## src/rtl/core_types_pkg.sv

```systemverilog
// Shared core types: data width, canonical NOP and the fetch-buffer entry.
package core_types_pkg;
  localparam int N_BITS = 32;

  // addi x0,x0,0
  localparam logic [N_BITS-1:0] NOP_INSTR = 32'h0000_0013;

  typedef struct packed {
    logic [N_BITS-1:0] instr;
    logic [N_BITS-1:0] pc;
  } f_buf_entry_t;
endpackage

```

## src/rtl/F_fifo.sv

```systemverilog
// Synchronous FIFO with flush and occupancy count; async active-high reset.
// Push while full is accepted only when a pop frees a slot in the same cycle.
module F_fifo #(
  parameter int WIDTH = 32,
  parameter int DEPTH = 2
) (
  input  logic                         clk,
  input  logic                         rst,
  input  logic                         push,
  input  logic                         pop,
  input  logic                         flush,
  input  logic [WIDTH-1:0]             din,
  output logic [WIDTH-1:0]             dout,
  output logic                         full,
  output logic                         empty,
  output logic [$clog2(DEPTH+1)-1:0]   count
);
  localparam int CW = $clog2(DEPTH+1);
  localparam int AW = (DEPTH > 1) ? $clog2(DEPTH) : 1;

  logic [WIDTH-1:0] mem [DEPTH];
  logic [AW-1:0]    rd_ptr, wr_ptr;
  logic             do_push, do_pop;

  function automatic logic [AW-1:0] ptr_inc(input logic [AW-1:0] p);
    return (p == AW'(DEPTH-1)) ? '0 : p + 1'b1;
  endfunction

  assign empty   = (count == '0);
  assign full    = (count == CW'(DEPTH));
  assign do_pop  = pop && !empty;
  assign do_push = push && (!full || do_pop);
  assign dout    = mem[rd_ptr];

  // Pointer and occupancy bookkeeping; flush empties the queue.
  always_ff @(posedge clk or posedge rst) begin
    if (rst) begin
      rd_ptr <= '0;
      wr_ptr <= '0;
      count  <= '0;
    end else if (flush) begin
      rd_ptr <= '0;
      wr_ptr <= '0;
      count  <= '0;
    end else begin
      if (do_pop)  rd_ptr <= ptr_inc(rd_ptr);
      if (do_push) wr_ptr <= ptr_inc(wr_ptr);
      case ({do_push, do_pop})
        2'b10:   count <= count + 1'b1;
        2'b01:   count <= count - 1'b1;
        default: count <= count;
      endcase
    end
  end

  // Storage array; contents are qualified by count, so no reset needed.
  always_ff @(posedge clk) begin
    if (do_push && !flush) mem[wr_ptr] <= din;
  end
endmodule

```

## src/rtl/f_stage.sv

```systemverilog
// Fetch stage: owns the fetch PC, issues tagged imem requests, buffers
// responses for decode and squashes wrong-path responses on redirect.
// Optional feature macro: F_PERF_CNT_EN adds perf_fetched / perf_squashed.
module f_stage
  import core_types_pkg::*;
#(
  parameter logic [N_BITS-1:0] RESET_PC = 32'h0000_0000,
  parameter int                DEPTH    = 2
) (
  input  logic              clk,
  input  logic              rst,
  output logic              imem_req_vld,
  input  logic              imem_req_rdy,
  output logic [N_BITS-1:0] imem_req_addr,
  input  logic              imem_rsp_vld,
  input  logic [N_BITS-1:0] imem_rsp_data,
  input  logic              redirect_vld,
  input  logic [N_BITS-1:0] redirect_tgt,
  input  logic              stall_in,
  output logic [N_BITS-1:0] nxt_instr,
  output logic [N_BITS-1:0] pc,
  output logic [N_BITS-1:0] pc_plus4,
  output logic              instr_vld
`ifdef F_PERF_CNT_EN
  ,
  output logic [31:0]       perf_fetched,
  output logic [31:0]       perf_squashed
`endif
);
  localparam int CW = $clog2(DEPTH+1);

  logic [N_BITS-1:0] fetch_pc, tag_head;
  logic [CW-1:0]     outstanding, buf_count, drop_cnt;
  logic              has_room, accept, rsp_drop, rb_push, rb_pop;
  logic              rb_empty, rb_full, tq_full, tq_empty;
  f_buf_entry_t      rb_din, rb_dout;

  // FIFO flags not needed by this stage.
  logic unused_flags;
  assign unused_flags = &{1'b0, rb_full, tq_full, tq_empty};

  // Capacity check keeps every in-flight response guaranteed a buffer slot.
  assign has_room      = ({1'b0, outstanding} + {1'b0, buf_count}) < (CW+1)'(DEPTH);
  assign imem_req_vld  = !rst && !redirect_vld && has_room;
  assign imem_req_addr = fetch_pc;
  assign accept        = imem_req_vld && imem_req_rdy;

  // A response in the redirect cycle is wrong-path by definition.
  assign rsp_drop = imem_rsp_vld && (redirect_vld || (drop_cnt != '0));
  assign rb_push  = imem_rsp_vld && !rsp_drop;
  assign rb_din   = '{instr: imem_rsp_data, pc: tag_head};

  assign instr_vld = !rb_empty && !redirect_vld;
  assign rb_pop    = instr_vld && !stall_in;
  assign nxt_instr = instr_vld ? rb_dout.instr : NOP_INSTR;
  assign pc        = instr_vld ? rb_dout.pc : '0;
  assign pc_plus4  = instr_vld ? rb_dout.pc + 32'd4 : '0;

  // Tag queue holds exactly the in-flight request PCs, so its occupancy
  // doubles as the outstanding-request counter.
  F_fifo #(.WIDTH(N_BITS), .DEPTH(DEPTH)) u_tag_q (
    .clk   (clk),
    .rst   (rst),
    .push  (accept),
    .pop   (imem_rsp_vld),
    .flush (1'b0),
    .din   (fetch_pc),
    .dout  (tag_head),
    .full  (tq_full),
    .empty (tq_empty),
    .count (outstanding)
  );

  F_fifo #(.WIDTH($bits(f_buf_entry_t)), .DEPTH(DEPTH)) u_rsp_buf (
    .clk   (clk),
    .rst   (rst),
    .push  (rb_push),
    .pop   (rb_pop),
    .flush (redirect_vld),
    .din   (rb_din),
    .dout  (rb_dout),
    .full  (rb_full),
    .empty (rb_empty),
    .count (buf_count)
  );

  // Fetch PC: redirect wins, otherwise advance on each accepted request.
  always_ff @(posedge clk or posedge rst) begin
    if (rst)               fetch_pc <= RESET_PC;
    else if (redirect_vld) fetch_pc <= redirect_tgt;
    else if (accept)       fetch_pc <= fetch_pc + 32'd4;
  end

  // Drop counter: on redirect every request still in flight becomes stale.
  always_ff @(posedge clk or posedge rst) begin
    if (rst)                                    drop_cnt <= '0;
    else if (redirect_vld)                      drop_cnt <= outstanding - CW'(imem_rsp_vld);
    else if (imem_rsp_vld && (drop_cnt != '0))  drop_cnt <= drop_cnt - 1'b1;
  end

`ifdef F_PERF_CNT_EN
  // Pop and squash counters; a redirect squashes the whole buffer at once.
  always_ff @(posedge clk or posedge rst) begin
    if (rst) begin
      perf_fetched  <= '0;
      perf_squashed <= '0;
    end else begin
      perf_fetched  <= perf_fetched + 32'(rb_pop);
      perf_squashed <= perf_squashed + 32'(rsp_drop)
                       + (redirect_vld ? 32'(buf_count) : 32'd0);
    end
  end
`endif
endmodule

```

## config.mk

```make
export PLATFORM = sky130hd
export DESIGN_NAME = f_stage
export DESIGN_NICKNAME = d
export VERILOG_FILES = /design/src/rtl/core_types_pkg.sv /design/src/rtl/F_fifo.sv /design/src/rtl/f_stage.sv
export SDC_FILE = /design/constraint.sdc
export NUM_CORES = 1
export LEC_CHECK = 0
export ABC_AREA = 1
export CORE_AREA = 2 2 159 161
export DETAILED_ROUTE_END_ITERATION = 8
export DIE_AREA = 0 0 161 163
export PLACE_DENSITY = 0.76
export SETUP_SLACK_MARGIN = 0.1
export SLEW_MARGIN = 5
export SYNTH_ARGS = -nofsm -noshare
export SYNTH_HDL_FRONTEND = slang
export SYNTH_HIERARCHICAL = 1
export SYNTH_SLANG_ARGS = --single-unit
```

## constraint.sdc

```tcl
create_clock -name clk -period 4.8 [get_ports clk]
set_input_delay 0.72 -clock clk [delete_from_list [all_inputs] [get_ports clk]]
set_output_delay 0.72 -clock clk [all_outputs]
set_load 0.01 [all_outputs]
```

==> out/results.tsv, run 1 <==
stage	metric	value	unit
job	Maximum Capacitance Violations	0	
power	Worst VDD drop	0.000242	V
routing	DRT Pass-1 Iters	5	
clock_network	CTS tree	yes	
die	I/O pins	200	
grt	largest net degree at the start of global routing	60	
critical_path	crit path DAT	3.34	ns
die	Core ar.	24700	µm²
critical_path	Critical Path, Cell by Cell	mux2_2 > ha_1 > nand3_1 > inv_1 > nand2_1 > nor2_1 > nor3_1 > clkdlybuf4s50_1	
timing	final worst-path cycle share	0.846	
placement	PortBufs	199	
timing	Final min period	4.06	ns
power	P per Cell Area	396	nW/µm²
grt	first-pass GRT wire length	42.9	mm
timing	Setup-failing EPs final	0	
grt	initial antenna violation count	0	
routing	post-route ant nets	0	
layout	area grow syn2layout	26.8	%
clock_network	Resize count post-CTS	0	
clock_network	clk slew on worst S/H paths	0.06	ns
outcome	status	finished, final reports clean	
power	P_int	0.00423	W
power	total power	0.00585	W
synth	Mean Syn Cell Area	10.4	µm²
placement	gpl congestion	0.907	
clock_network	buffer levels on the longest clock path	3	
critical_path	Critical Path RT	4.08	ns
layout	Antenna Cells	0	
die	row count	58	
critical_path	Crit path largest cell delay	0.80	ns
clock_network	htree depth	1	
clock_network	clk_lat worst skew	0.52	ns
power	leak pwr	5.78	nW
power	Psw	0.00162	W
routing	DRT iter0 DRCs	626	
routing	routed vias/inst	5.00	
power	part of the power in combinational logic	0.233	
grt	gr usage total	0.207	
synth	instance count of the mapped netlist	1122	
die	DIE WIDTH	161	µm
layout	commonest non-fill, non-tap cell in the layout	nand2_1	
critical_path	worst setup path class	reg2out	
clock_network	Num CTS Buffers	24	
timing	Worst Tran Pin Value	0.899	ns
layout	most frequent cells in the layout	nand2_1 (265), clkdlybuf4s50_1 (198), edfxtp_1 (192)	
critical_path	CP max stage cell	dfrtp_4	
power	sw frac	0.277	
critical_path	Worst Setup End Kind	primary output	
power	Clock power frac	0.337	
routing	vias after detailed routing	8387	
routing	DRC viols	0	
timing	Final Hold Viols	0	
timing	Rel. slew slack	0.401	
clock_network	clock sinks	234	
clock_network	Post-CTS Repair Setup Buffers	0	
power	Seq pwr share	0.430	
die	chip height	163	µm
placement	dpl cells	1632	
synth	Netlist Area Pre-Place	11600	µm²
layout	layout cells sized above 1	0.146	
min_path	type of the worst min-delay path	in2async	
timing	max-slew violations	0	
routing	Avg WL per Cell	16.2	µm
layout	Final Non-Filler Cells	1676	
timing	Fmax	246	MHz
clock_network	clk root buf	clkbuf_16	
layout	nets@finish	1403	
clock_network	hold buffer count at CTS	0	
grt	vias in the first global route	8076	
critical_path	type of origin of the critical path	flip-flop	
timing	unrepaired setup endpoints after global routing	no	
placement	post-DP HPWL	19.7	mm
grt	Overflow after GRT	0	
routing	WL final	27.1	mm
die	DIE AREA	26200	µm²
timing	setup TNS	0	ns
critical_path	maximum fanout along the worst path	36	
timing	clock skew after layout	0.0183	ns
synth	Ys Warns	6	
die	initial core utilization	0.472	
==> path summary, 6_finish.rpt <==
| check | slack [ns] | to | cells past startpoint | start |
|---|---|---|---|---|
| max | 0.74 | pc_plus4[10] | 8 | u_rsp_buf/rd_ptr$_DFFE_PP0P_ |
| min | 0.46 | u_tag_q/count[1]$_DFFE_PP0P_ | 2 | rst |
| max reg2reg | 1.53 | u_rsp_buf/mem[0][55]$_DFFE_PP_ | 14 | u_rsp_buf/count[1]$_DFFE_PP0P_ |
| min reg2reg | 0.48 | u_tag_q/rd_ptr$_DFFE_PP0P_ | 1 | u_tag_q/rd_ptr$_DFFE_PP0P_ |
| max in group asynchronous | 3.64 | imem_req_addr[0]$_DFFE_PP0P_ | 3 | rst |
| min in group clk | 0.48 | u_tag_q/rd_ptr$_DFFE_PP0P_ | 1 | u_tag_q/rd_ptr$_DFFE_PP0P_ |
==> sequential cells by signal, summed over array words and instances (netlist names) <==
name and count:
drop_cnt 2, imem_req_addr 32, u_rsp_buf/count 2, u_rsp_buf/mem 128, u_rsp_buf/rd_ptr 1, u_rsp_buf/wr_ptr 1
u_tag_q/count 2, u_tag_q/mem 64, u_tag_q/rd_ptr 1, u_tag_q/wr_ptr 1
==> power groups by stage <==
stage	logic (W)	registers, W	clock network [W]
floorplan	0.000809	0.00251	0
global placement	0.00133	0.00255	0
detailed placement	0.00136	0.00256	0
CTS	0.00137	0.00252	0.00201
global route	0.00149	0.00254	0.00209
finish	0.00136	0.00252	0.00197
==> routing by layer <==
metal  up-vias  global-route usage  wire length (µm)
met5         -                   0                 0
met4         0              0.0597               659
met3        43              0.0298              1710
met2       315               0.333             12300
met1      3903               0.294             12500
li1       4126                   -                 -
==> per-stage QoR <==
step                      worst slack, ns  utilization  hold slack, ns  area, µm²
final                               0.742        0.599           0.461      14800
after floorplan                     0.714            -           0.458      11700
after CTS                           0.711        0.599           0.456      14800
after global placement               1.10        0.565           0.459      13900
after detailed placement             1.05        0.565           0.472      13900
after global routing                0.512        0.599           0.465      14800
==> critical path, delay by kind of cell (launching register included) <==
kind | cells | cell delay (ns)
buf+inv | 2 | 0.69
fa+ha+maj | 1 | 0.25
mux | 1 | 0.46
simple gates | 4 | 0.58
flops | 1 | 0.80
==> area by class of cell <==
type | count | area [µm²]
fillers | 2008 | 9900
flip-flops and latches | 234 | 6820
multi-input cells | 721 | 4090
repair buffers | 210 | 2090
clock buffers | 28 | 637
inverters | 137 | 514
well taps | 330 | 413
clock inverters | 16 | 208
No activity file was read; power rests on OpenSTA's default activity.
==> run 2: changes to the inputs <==
CORE_AREA = 2 2 156 158   (was 2 2 159 161)
DIE_AREA = 0 0 158 160   (was 0 0 161 163)
PLACE_DENSITY = 0.75   (was 0.76)
clock period = 4.2 ns   (was 4.8 ns; I/O delays follow)
==> out/results.tsv, run 2 (same netlist as run 1, synthesis figures left out) <==
stage	metric	value	unit
min_path	type of the worst min-delay path	in2async	
die	row count	57	
critical_path	Critical Path, Cell by Cell	buf_4 > mux2_2 > nand3_1 > inv_1 > nand2_1 > inv_1 > nand4_1 > nand3_1 > inv_1 > clkdlybuf4s50_1	
routing	vias after detailed routing	8339	
critical_path	Top cell by count, worst path	inv_1	
clock_network	CTS tree	yes	
routing	Avg WL per Cell	15.4	µm
layout	commonest non-fill, non-tap cell in the layout	nand2_1	
timing	setup TNS	0	ns
timing	Fmax	260	MHz
die	chip height	160	µm
layout	most frequent cells in the layout	nand2_1 (265), clkdlybuf4s50_1 (199), edfxtp_1 (192)	
layout	Reg with most FFs	u_rsp_buf/mem	
die	initial core utilization	0.489	
critical_path	crit path DAT	3.22	ns
clock_network	Num CTS Buffers	24	
routing	routed vias/inst	4.98	
layout	Antenna Cells	0	
placement	Placed Area	13900	µm²
layout	max reg flops	128	
job	Maximum Capacitance Violations	0	
die	Core ar.	23800	µm²
layout	layout cells sized above 1	0.151	
routing	DRC viols	0	
timing	Rel. slew slack	0.651	
placement	post-DP HPWL	18.6	mm
grt	vias in the first global route	8177	
critical_path	worst setup path class	reg2out	
critical_path	type of origin of the critical path	flip-flop	
grt	Overflow after GRT	0	
critical_path	Critical Path RT	3.57	ns
clock_network	Post-CTS Repair Setup Buffers	0	
layout	area grow syn2layout	26.7	%
clock_network	clock sinks	234	
critical_path	Worst Path Buf+Inv	5	
critical_path	reg-to-reg endpoint	u_rsp_buf/mem[0][31]$_DFFE_PP_	
layout	Finished Cell Area	14800	µm²
power	P per Cell Area	446	nW/µm²
critical_path	worst reg2reg setup slack	1.26	ns
placement	PortBufs	199	
timing	max-slew violations	0	
clock_network	clk slew on worst S/H paths	0.07	ns
timing	Setup-failing EPs final	0	
critical_path	Worst Setup End Kind	primary output	
routing	DRT Pass-1 Iters	5	
power	Worst VDD drop	0.000290	V
critical_path	Crit path largest cell delay	0.60	ns
grt	first-pass GRT wire length	41.2	mm
timing	Worst Tran Pin Value	0.523	ns
timing	unrepaired setup endpoints after global routing	no	
clock_network	htree depth	1	
critical_path	maximum fanout along the worst path	17	
routing	post-route ant nets	0	
critical_path	CP max stage cell	dfrtp_4	
grt	largest net degree at the start of global routing	40	
die	I/O pins	200	
clock_network	hold buffer count at CTS	0	
critical_path	Critical R2R Launch	u_rsp_buf/count[1]$_DFFE_PP0P_	
clock_network	Resize count post-CTS	0	
timing	final worst-path cycle share	0.917	
layout	nets@finish	1408	
die	DIE AREA	25300	µm²
routing	WL final	25.7	mm
timing	Final min period	3.85	ns
outcome	status	finished, final reports clean	
placement	gpl congestion	0.890	
grt	initial antenna violation count	0	
critical_path	R2R depth	13	
clock_network	buffer levels on the longest clock path	3	
critical_path	Largest delay share family, worst path	buffers and inverters	
routing	DRT iter0 DRCs	539	
grt	gr usage total	0.204	
timing	clock skew after layout	0.0179	ns
power	leak pwr	5.78	nW
die	DIE WIDTH	158	µm
timing	Final Hold Viols	0	
clock_network	clk root buf	clkbuf_16	
clock_network	clk_lat worst skew	0.51	ns
==> run 2: cell types whose count changed in the layout (fill, tap and decap cells not counted) <==
cell             before  now
inv_8                 0    1
buf_2                 1    0
clkinv_4              1    2
buf_12                2    0
clkinv_1              6    4
buf_4                 9   16
bufinv_16             5    3
clkbuf_1              3    0
inv_6                 1    2
clkinvlp_4            1    4
clkdlybuf4s50_1     198  199
==> run 2: report_power, final <==
group          total [W]  switching [W]  internal, W
Combinational    0.00155       0.000801     0.000749
Sequential       0.00287       0.000174      0.00269
Clock            0.00216       0.000886      0.00128
Total            0.00658        0.00186      0.00472
==> run 2: stage by stage <==
step                       util  instances  setup slack (ns)  hold slack (ns)  power (W)
after floorplan               -       1123             0.204            0.396    0.00379
after global placement    0.585       1631             0.863            0.491    0.00442
after detailed placement  0.585       1631             0.808            0.500    0.00446
after CTS                 0.620       1674             0.323            0.341    0.00663
after global routing      0.620       1674             0.173            0.361    0.00689
final                     0.620       1674             0.349            0.351    0.00658
==> run 2: cell type report <==
cell class / count / area, µm²
well taps: 324 / 405
repair buffers: 215 / 2110
flip-flops and latches: 234 / 6820
fillers: 1953 / 9060
clock buffers: 25 / 626
clock inverters: 18 / 191
inverters: 137 / 514
multi-input cells: 721 / 4090
==> run 2: worst max path at each step <==
stage,from,to,depth (start not counted)
3_3_place_gp,redirect_vld,pc_plus4[11],6
3_5_place_dp,redirect_vld,pc_plus4[11],6
5_1_grt,u_rsp_buf/rd_ptr$_DFFE_PP0P_,pc_plus4[18],10
6_report,u_rsp_buf/rd_ptr$_DFFE_PP0P_,pc_plus4[18],10
4_1_cts,u_rsp_buf/rd_ptr$_DFFE_PP0P_,pc_plus4[18],10
2_1_floorplan,rst,u_tag_q/mem[0][0]$_DFFE_PP_,9
==> run 2: worst reg2reg max path: stages, from the launching register on <==
cell and delay [ns]:
dfrtp_1 0.42, inv_1 0.12, nand2_1 0.12, inv_1 0.10, nor2_8 0.22, inv_2 0.19, nor2_1 0.26, inv_1 0.11
nand3_1 0.11, nand2_1 0.13, inv_1 0.11, nand2_1 0.10, nor2_4 0.10, buf_4 0.45
==> run 2: per-layer routing <==
layer,share of wire,GRT usage,wire [µm]
met5,0,0,0
met2,0.47,0.338,12200
met4,0.023,0.0561,602
met3,0.062,0.0288,1590
met1,0.44,0.285,11300
==> run 3: changes to the inputs <==
--- a/config.mk
+++ b/config.mk
@@ -12,2 +12,3 @@
 export PLACE_DENSITY = 0.75
+export RECOVER_POWER = 100
 export SETUP_SLACK_MARGIN = 0.1
==> constraint.sdc (replaced) <==
create_clock -name clk -period 4.3 [get_ports clk]
set_input_delay 0.43 -clock clk [delete_from_list [all_inputs] [get_ports clk]]
set_output_delay 0.43 -clock clk [all_outputs]
set_load 0.01 [all_outputs]
==> out/results.tsv, run 3 (same netlist as run 1, synthesis figures left out) <==
stage	metric	value	unit
critical_path	crit path DAT	3.42	ns
die	Core ar.	23800	µm²
placement	PortBufs	199	
critical_path	type of origin of the critical path	flip-flop	
critical_path	reg-to-reg endpoint	u_tag_q/mem[0][16]$_DFFE_PP_	
layout	area grow syn2layout	26.0	%
routing	DRT Pass-1 Iters	5	
layout	Final Non-Filler Cells	1676	
critical_path	Worst Setup EP	pc_plus4[8]	
timing	Worst Tran Pin Value	1.69	ns
clock_network	Num CTS Buffers	25	
clock_network	hold buffer count at CTS	0	
clock_network	clk_lat worst skew	0.51	ns
critical_path	worst reg2reg setup slack	0.48	ns
placement	post-DP HPWL	18.9	mm
die	chip height	160	µm
timing	Rel. slew slack	-0.130	
layout	FILL cells	1988	
layout	Reg with most FFs	u_rsp_buf/mem	
power	Worst VDD drop	0.000279	V
clock_network	CTS tree	yes	
clock_network	htree depth	1	
outcome	failing checks	capacitance limit, slew limit	
placement	dpl cells	1628	
die	I/O pins	200	
grt	vias in the first global route	8282	
critical_path	worst setup path class	reg2out	
die	row count	57	
timing	Final min period	3.85	ns
critical_path	R2R depth	11	
timing	unrepaired setup endpoints after global routing	no	
layout	commonest non-fill, non-tap cell in the layout	nand2_1	
clock_network	clk root buf	clkbuf_16	
routing	routed vias/inst	4.99	
layout	nets@finish	1406	
timing	final worst-path cycle share	0.896	
job	Maximum Capacitance Violations	2	
timing	setup TNS	0	ns
clock_network	clock sinks	234	
grt	Overflow after GRT	0	
critical_path	maximum fanout along the worst path	34	
timing	Fmax	260	MHz
critical_path	Crit. Startpoint	u_rsp_buf/count[1]$_DFFE_PP0P_	
die	initial core utilization	0.489	
power	leak pwr	5.97	nW
layout	max reg flops	128	
critical_path	Critical Path RT	3.87	ns
die	DIE WIDTH	158	µm
power	P per Cell Area	430	nW/µm²
layout	layout cells sized above 1	0.109	
critical_path	Worst Setup End Kind	primary output	
timing	Setup-failing EPs final	0	
critical_path	Critical R2R Launch	u_tag_q/count[0]$_DFFE_PP0P_	
placement	gpl congestion	0.905	
clock_network	Post-CTS Repair Setup Buffers	0	
routing	DRT iter0 DRCs	633	
routing	DRC viols	0	
layout	most frequent cells in the layout	nand2_1 (266), edfxtp_1 (192), nor2_1 (164)	
min_path	type of the worst min-delay path	in2async	
grt	gr usage total	0.209	
timing	clock skew after layout	0.0111	ns
die	DIE AREA	25300	µm²
routing	WL final	26.3	mm
clock_network	Resize count post-CTS	0	
routing	vias after detailed routing	8359	
clock_network	clk slew on worst S/H paths	0.06	ns
grt	largest net degree at the start of global routing	37	
clock_network	buffer levels on the longest clock path	3	
timing	Final Hold Viols	0	
timing	max-slew violations	68	
outcome	status	finished with violations	
grt	initial antenna violation count	3	
grt	first-pass GRT wire length	41.8	mm
routing	Avg WL per Cell	15.7	µm
routing	post-route ant nets	0	
-- run 3: cell types whose count changed in the layout (fill, tap and decap cells not counted), sizes merged, moves of 4 or more --
cell,change
clkdlybuf4s50,-135
clkbuf,+20
clkinvlp,-4
clkinv,-5
buf,-9
dlygate4sd3,+135
-- run 3: per-stage QoR --
step                      setup WS [ns]  power, W  area [µm²]  hold WS (ns)  utilization
after floorplan                   0.504   0.00371       11700         0.196            -
after global placement             1.12   0.00432       13900         0.503        0.585
after detailed placement           1.07   0.00436       13900         0.523        0.585
after CTS                         0.554   0.00647       14700         0.172        0.619
after global routing              0.231   0.00662       14700         0.318        0.616
final                             0.449   0.00632       14700         0.306        0.616
-- run 3: layer usage --
metal	vias to the layer above	track usage	share of wire
met4	0	0.0745	0.030
met2	281	0.346	0.47
met3	52	0.0301	0.061
met5	-	0	0
met1	3896	0.282	0.44
li1	4130	-	-
-- run 3: layout make-up --
| class | instances | area, µm² | share of cell area |
|---|---|---|---|
| Sequential cell | 234 | 6820 | 0.465 |
| Multi-Input combinational cell | 721 | 4030 | 0.275 |
| Timing Repair Buffer | 212 | 2080 | 0.142 |
| Clock buffer | 39 | 728 | 0.0496 |
| Inverter | 137 | 514 | 0.0350 |
| Tap cell | 324 | 405 | 0.0276 |
| Clock inverter | 6 | 83.8 | 0.00571 |
| Antenna cell | 3 | 7.51 | 0.000511 |
-- run 3: power breakdown --
part | leakage, nW | switching, W | internal, W
Clock | 0.399 | 0.000817 | 0.00128
Sequential | 2.25 | 0.000176 | 0.00263
Combinational | 3.32 | 0.000767 | 0.000648
Total | 5.97 | 0.00176 | 0.00456
-- run 3: worst min path at each step --
| stage | to | cells past startpoint |
|---|---|---|
| after global routing | u_tag_q/count[1]$_DFFE_PP0P_ | 2 |
| after floorplan | u_rsp_buf/count[0]$_DFFE_PP0P_ | 1 |
| final | u_tag_q/count[1]$_DFFE_PP0P_ | 2 |
| after CTS | u_tag_q/count[1]$_DFFE_PP0P_ | 2 |
| after global placement | u_tag_q/wr_ptr$_DFFE_PP0P_ | 1 |
| after detailed placement | u_tag_q/wr_ptr$_DFFE_PP0P_ | 1 |
-- run 3: worst max-delay path, stage by stage, from the launching register on --
cell and delay, ns:
dfrtp_1 0.43, inv_1 0.15, nand2_1 0.11, inv_1 0.15, nor2_8 0.09, inv_1 0.79, clkbuf_2 0.54, nor3_1 0.14
clkdlybuf4s50_1 0.51
